--- config.mk ---
export PLATFORM = sky130hd
export DESIGN_NAME = tt_um_hoene_shift_out_with_parity
export DESIGN_NICKNAME = d
export VERILOG_FILES = /design/src/rtl/tt_um_hoene_shift_out_with_parity.sv
export SDC_FILE = /design/constraint.sdc
export NUM_CORES = 1
export LEC_CHECK = 0
export ABC_AREA = 1
export CORE_MARGIN = 5
export CORE_UTILIZATION = 47
export CTS_BUF_LIST = sky130_fd_sc_hd__clkbuf_8
export CTS_CLUSTER_DIAMETER = 150
export DETAILED_ROUTE_END_ITERATION = 8
export PLACE_DENSITY = 0.76
export SYNTH_ARGS = -nofsm -noshare
export SYNTH_HDL_FRONTEND = slang
export SYNTH_SLANG_ARGS = --single-unit
--- constraint.sdc ---
create_clock -name clk -period 2.81 [get_ports clk]
set_input_delay 0.843 -clock clk [delete_from_list [all_inputs] [get_ports clk]]
set_output_delay 0.843 -clock clk [all_outputs]
set_load 0.01 [all_outputs]
--- src/rtl/tt_um_hoene_shift_out_with_parity.sv ---
// rtl/tt_um_hoene_shift_out_with_parity.sv - serial frame transmitter with parity for the LED chain
//
// Sends one 32-bit frame {parity, tx_use, tx_data[29:0]} LSB first on an
// out_data/out_clock pair. The receiver samples out_data on the rising edge
// of out_clock.
//
// Ports:
//   clk, rst_n          clock, asynchronous active-low reset
//   tx_data[29:0]       payload (frame bits 29:0)
//   tx_use              use flag (frame bit 30)
//   tx_valid/tx_ready   accept handshake, taken only in IDLE
//   out_data, out_clock serial data and strobe
//   busy                high while not IDLE
//   done                one-cycle pulse on the first IDLE cycle after a frame
//
// Parameters: CLK_DIV (strobe half-period, 1..255), GAP_CYCLES (idle gap after a frame).
// Build option: define SHIFT_OUT_ODD_PARITY_EN for odd parity (default even).

module tt_um_hoene_shift_out_with_parity #(
  parameter int CLK_DIV    = 4,
  parameter int GAP_CYCLES = 8
) (
  input  logic        clk,
  input  logic        rst_n,
  input  logic [29:0] tx_data,
  input  logic        tx_use,
  input  logic        tx_valid,
  output logic        tx_ready,
  output logic        out_data,
  output logic        out_clock,
  output logic        busy,
  output logic        done
);

  localparam int GW = (GAP_CYCLES > 0) ? $clog2(GAP_CYCLES + 1) : 1;
  localparam logic [7:0]    DIV_LAST = 8'(CLK_DIV - 1);
  localparam logic [GW-1:0] GAP_LAST = GW'((GAP_CYCLES > 0) ? GAP_CYCLES - 1 : 0);

  typedef enum logic [1:0] {S_IDLE, S_LOW, S_HIGH, S_GAP} state_t;

  state_t        state, state_n;
  logic [7:0]    div_cnt, div_cnt_n;
  logic [4:0]    bit_idx, bit_idx_n;
  logic [GW-1:0] gap_cnt, gap_cnt_n;
  logic [31:0]   shift_reg, shift_reg_n;
  logic          tx_ready_n, out_data_n, out_clock_n, busy_n, done_n;

  logic          parity;
  logic [31:0]   frame;

`ifdef SHIFT_OUT_ODD_PARITY_EN
  assign parity = ~(^{tx_use, tx_data});
`else
  assign parity = ^{tx_use, tx_data};
`endif
  assign frame = {parity, tx_use, tx_data};

  always_ff @(posedge clk or negedge rst_n) begin
    if (!rst_n) begin
      state     <= S_IDLE;
      div_cnt   <= '0;
      bit_idx   <= '0;
      gap_cnt   <= '0;
      shift_reg <= '0;
      tx_ready  <= 1'b1;
      out_data  <= 1'b0;
      out_clock <= 1'b0;
      busy      <= 1'b0;
      done      <= 1'b0;
    end else begin
      state     <= state_n;
      div_cnt   <= div_cnt_n;
      bit_idx   <= bit_idx_n;
      gap_cnt   <= gap_cnt_n;
      shift_reg <= shift_reg_n;
      tx_ready  <= tx_ready_n;
      out_data  <= out_data_n;
      out_clock <= out_clock_n;
      busy      <= busy_n;
      done      <= done_n;
    end
  end

  // Outputs are computed here as next-cycle values and registered above,
  // so every output pin comes straight from a flop.
  always_comb begin
    state_n     = state;
    div_cnt_n   = div_cnt;
    bit_idx_n   = bit_idx;
    gap_cnt_n   = gap_cnt;
    shift_reg_n = shift_reg;
    tx_ready_n  = tx_ready;
    out_data_n  = out_data;
    out_clock_n = out_clock;
    busy_n      = busy;
    done_n      = 1'b0;

    case (state)
      S_IDLE: begin
        if (tx_valid) begin
          state_n     = S_LOW;
          shift_reg_n = frame;
          out_data_n  = frame[0];
          out_clock_n = 1'b0;
          div_cnt_n   = '0;
          bit_idx_n   = '0;
          tx_ready_n  = 1'b0;
          busy_n      = 1'b1;
        end
      end

      S_LOW: begin
        if (div_cnt == DIV_LAST) begin
          state_n     = S_HIGH;
          div_cnt_n   = '0;
          out_clock_n = 1'b1;
        end else begin
          div_cnt_n = div_cnt + 8'd1;
        end
      end

      S_HIGH: begin
        if (div_cnt == DIV_LAST) begin
          div_cnt_n   = '0;
          out_clock_n = 1'b0;
          if (bit_idx != 5'd31) begin
            // Next bit appears together with the strobe's falling edge.
            state_n     = S_LOW;
            bit_idx_n   = bit_idx + 5'd1;
            shift_reg_n = {1'b0, shift_reg[31:1]};
            out_data_n  = shift_reg[1];
          end else begin
            shift_reg_n = '0;
            out_data_n  = 1'b0;
            bit_idx_n   = '0;
            if (GAP_CYCLES == 0) begin
              state_n    = S_IDLE;
              tx_ready_n = 1'b1;
              busy_n     = 1'b0;
              done_n     = 1'b1;
            end else begin
              state_n   = S_GAP;
              gap_cnt_n = '0;
            end
          end
        end else begin
          div_cnt_n = div_cnt + 8'd1;
        end
      end

      S_GAP: begin
        if (gap_cnt == GAP_LAST) begin
          state_n    = S_IDLE;
          gap_cnt_n  = '0;
          tx_ready_n = 1'b1;
          busy_n     = 1'b0;
          done_n     = 1'b1;
        end else begin
          gap_cnt_n = gap_cnt + GW'(1);
        end
      end

      default: begin
        state_n = S_IDLE;
      end
    endcase
  end

endmodule

==> results_dict.tcl <==
set metrics [dict create \
    status "completed" \
    ys_warn_count 0 \
    drt-initial-drc-count 213 \
    tritoncts "done" \
    r2r-end "shift_reg[3]" \
    clkSinkCount 55 \
    critPathLaunch "tx_valid" \
    rr_worst_depth 11 \
    fin_ws_ns 0.5232 \
    yosysSeqAreaShare_pct 41.30 \
    crit_fanout 30 \
    power_density_nw_per_um2 969.9 \
    cts_setup_buffers 0 \
    die_w_um 94.25 \
    fin_util_pct 57.63 \
    dr_wl_met2_um 3541 \
    worstPathCellList "clkdlybuf4s50_1 > nor2_2 > nor2_8 > nand2_4 > inv_4 > nand2_4 > clkinv_2 > nand2_1 > o211ai_1" \
    drtAntennaViolNets 0 \
    crit_slowest_cell "clkdlybuf4s50_1" \
    finalHoldWorstSlack_ns 0.4703 \
    vias 3038 \
    area_growth_pct 18.68 \
    fin_worst_skew_ns 0.01080 \
    clock_latency_ns 0.31 \
    row_count 30 \
    drive_gt1_share_pct 5.169 \
    fmax_mhz 437.3 \
    critPathMaxStageDelay_ns 0.47 \
    setup_viol 0 \
    synth.distinct_cells 31 \
    met1_length_um 3345 \
    antenna_cells 0 \
    cp-end-kind "flip-flop" \
    finalHoldViolCount 0 \
    synth_nets 504 \
    instances_no_fill 599 \
    place_congestion 0.7776 \
    max-cap-violations 0 \
    hp-class "flip-flop to flip-flop" \
    syn_avg_cell_area_um2 7.220 \
    dp_slack_ns 0.1821 \
    grt_pass1_wl_um 12650 \
    drcViolationCount 0 \
    hold_buffers 0 \
    cts_resized 0 \
    clk_pin_slew_ns 0.10 \
    ys_ff_latch 55 \
    regToRegSetupSlack_ns 0.65 \
    min_period_ns 2.287 \
    cts_buffers 5 \
    antenna_found_initial 0 \
    cp_common_cell "nand2_4" \
    peakVddDrop_mv 0.3752 \
    r2r_start "state[0]" \
    maxSlewHeadroom_pct 58.94 \
    worst_pin_slew_ns 0.6158 \
    fin_setup_tns_ns 0 \
    wl_per_cell_um 12.20 \
    hpwlAfterDp_um 5572 \
    die_area_um2 8882 \
    grt_max_degree 31 \
    crit_path_end "shift_reg[3]" \
    grt_use_total_pct 17.54 \
    coreArea_um2 6869 \
    power.leakage_nw 1.951 \
    rsz0062_at_grt "no" \
    cp-start-kind "input port" \
    port_buffers 38 \
    dr.pass1.iters 4 \
    fin_nets 544 \
    largest_reg_flops 31 \
    dp_cells 591 \
    clockBufferDepth 2 \
    viasPerCell 5.072 \
    required_ns 3.03 \
    syn_inst 462 \
    routed_wl_um 7308 \
    io_pins 39 \
    drv_slew 0 \
    initial_utilization_pct 48.56 \
    root_buffer "clkbuf_8" \
    wl_met3_um 301 \
    period_share_pct 81.38 \
    criticalPathCategory "input port to flip-flop" \
    top_layer "met4" \
    grt.overflow.total 0 \
    first_global_vias 2841 \
    cp.arrival_ns 2.51 \
    die_y_um 94.25 \
    h-tree-depth 2 \
    syn_area_um2 3336 \
]
[layout make-up]
type | count | area [µm²]
Clock buffer | 5 | 68.82
Clock inverter | 3 | 67.56
Fill cell | 631 | 2910
Inverter | 67 | 255.2
Multi-Input combinational cell | 329 | 1649
Sequential cell | 55 | 1378
Tap cell | 96 | 120.1
Timing Repair Buffer | 44 | 420.4
[placed cells by master, fill, tap and decap left out, drive strengths merged, types with 13 or more instances in the layout]
| cell type | n |
|---|---|
| nor2 | 31 |
| o21ai | 25 |
| dfrtp | 54 |
| clkdlybuf4s50 | 37 |
| o211ai | 13 |
| nand3 | 37 |
| nand2 | 155 |
| o22ai | 16 |
| inv | 66 |
| a21oi | 22 |
[cell families after synthesis]
family	after synthesis	share of synthesized area [%]
simple gates	227	28.66
compound gates	78	13.58
xor+xnor	16	4.201
flops	55	41.30
buf+inv	78	9.265
fa+ha+maj	8	3.001
[synthesized netlist by cell type, drive strengths merged]
| library cell | instances | area (µm²) |
|---|---|---|
| nor2 | 31 | 150.2 |
| ha | 8 | 100.1 |
| clkbuf | 5 | 18.77 |
| nor3b | 1 | 7.510 |
| buf | 6 | 35.03 |
| a21oi | 22 | 113.9 |
| nand4 | 1 | 6.260 |
| o21ai | 25 | 125.1 |
| dfstp | 1 | 26.28 |
| dfrtp | 54 | 1351 |
| nor3 | 2 | 10.01 |
| o211ai | 13 | 97.59 |
| inv | 66 | 250.2 |
| o21a | 1 | 7.510 |
| o22a | 1 | 8.760 |
| nand2 | 155 | 596.8 |
| xor2 | 8 | 70.07 |
| o22ai | 16 | 100.1 |
| xnor2 | 8 | 70.07 |
| clkinv | 1 | 5.000 |
| nand3 | 37 | 185.2 |
[per-layer routing]
metal	vias to the layer above	global-route usage, %
met3	12	3.125
met4	0	5.054
met1	1407	23.03
met2	57	29.49
li1	1562	-
met5	-	0
[worst max-delay path: cells and delay by family]
family | cells | cell delay [ns]
buf+inv | 3 | 0.91
simple gates | 5 | 0.65
compound gates | 1 | 0.10
[where the power goes]
part	switching, W	internal [W]	total (W)
combinational	0.00122	0.000705	0.00193
sequential	0.000173	0.00112	0.00129
clock	0.000266	0.000355	0.000622
[how the worst min path moves through the flow]
stage | start | endpoint | slack, ns | cells past startpoint
final | div_cnt[7] | div_cnt[7] | 0.47 | 1
after global routing | div_cnt[7] | div_cnt[7] | 0.51 | 1
after CTS | div_cnt[7] | div_cnt[7] | 0.47 | 1
after detailed placement | div_cnt[7] | div_cnt[7] | 0.45 | 1
after global placement | div_cnt[7] | div_cnt[7] | 0.45 | 1
after floorplan | div_cnt[7] | div_cnt[7] | 0.43 | 1
[metrics by stage]
stage / power [W] / cell area, µm²
6_report: 0.003840 / 3959
5_1_grt: 0.004187 / 3959
4_1_cts: 0.003855 / 3959
3_5_place_dp: 0.003237 / 3822
3_3_place_gp: 0.003127 / 3822
2_1_floorplan: 0.002748 / 3336
Power figures use the tool's default switching activity.
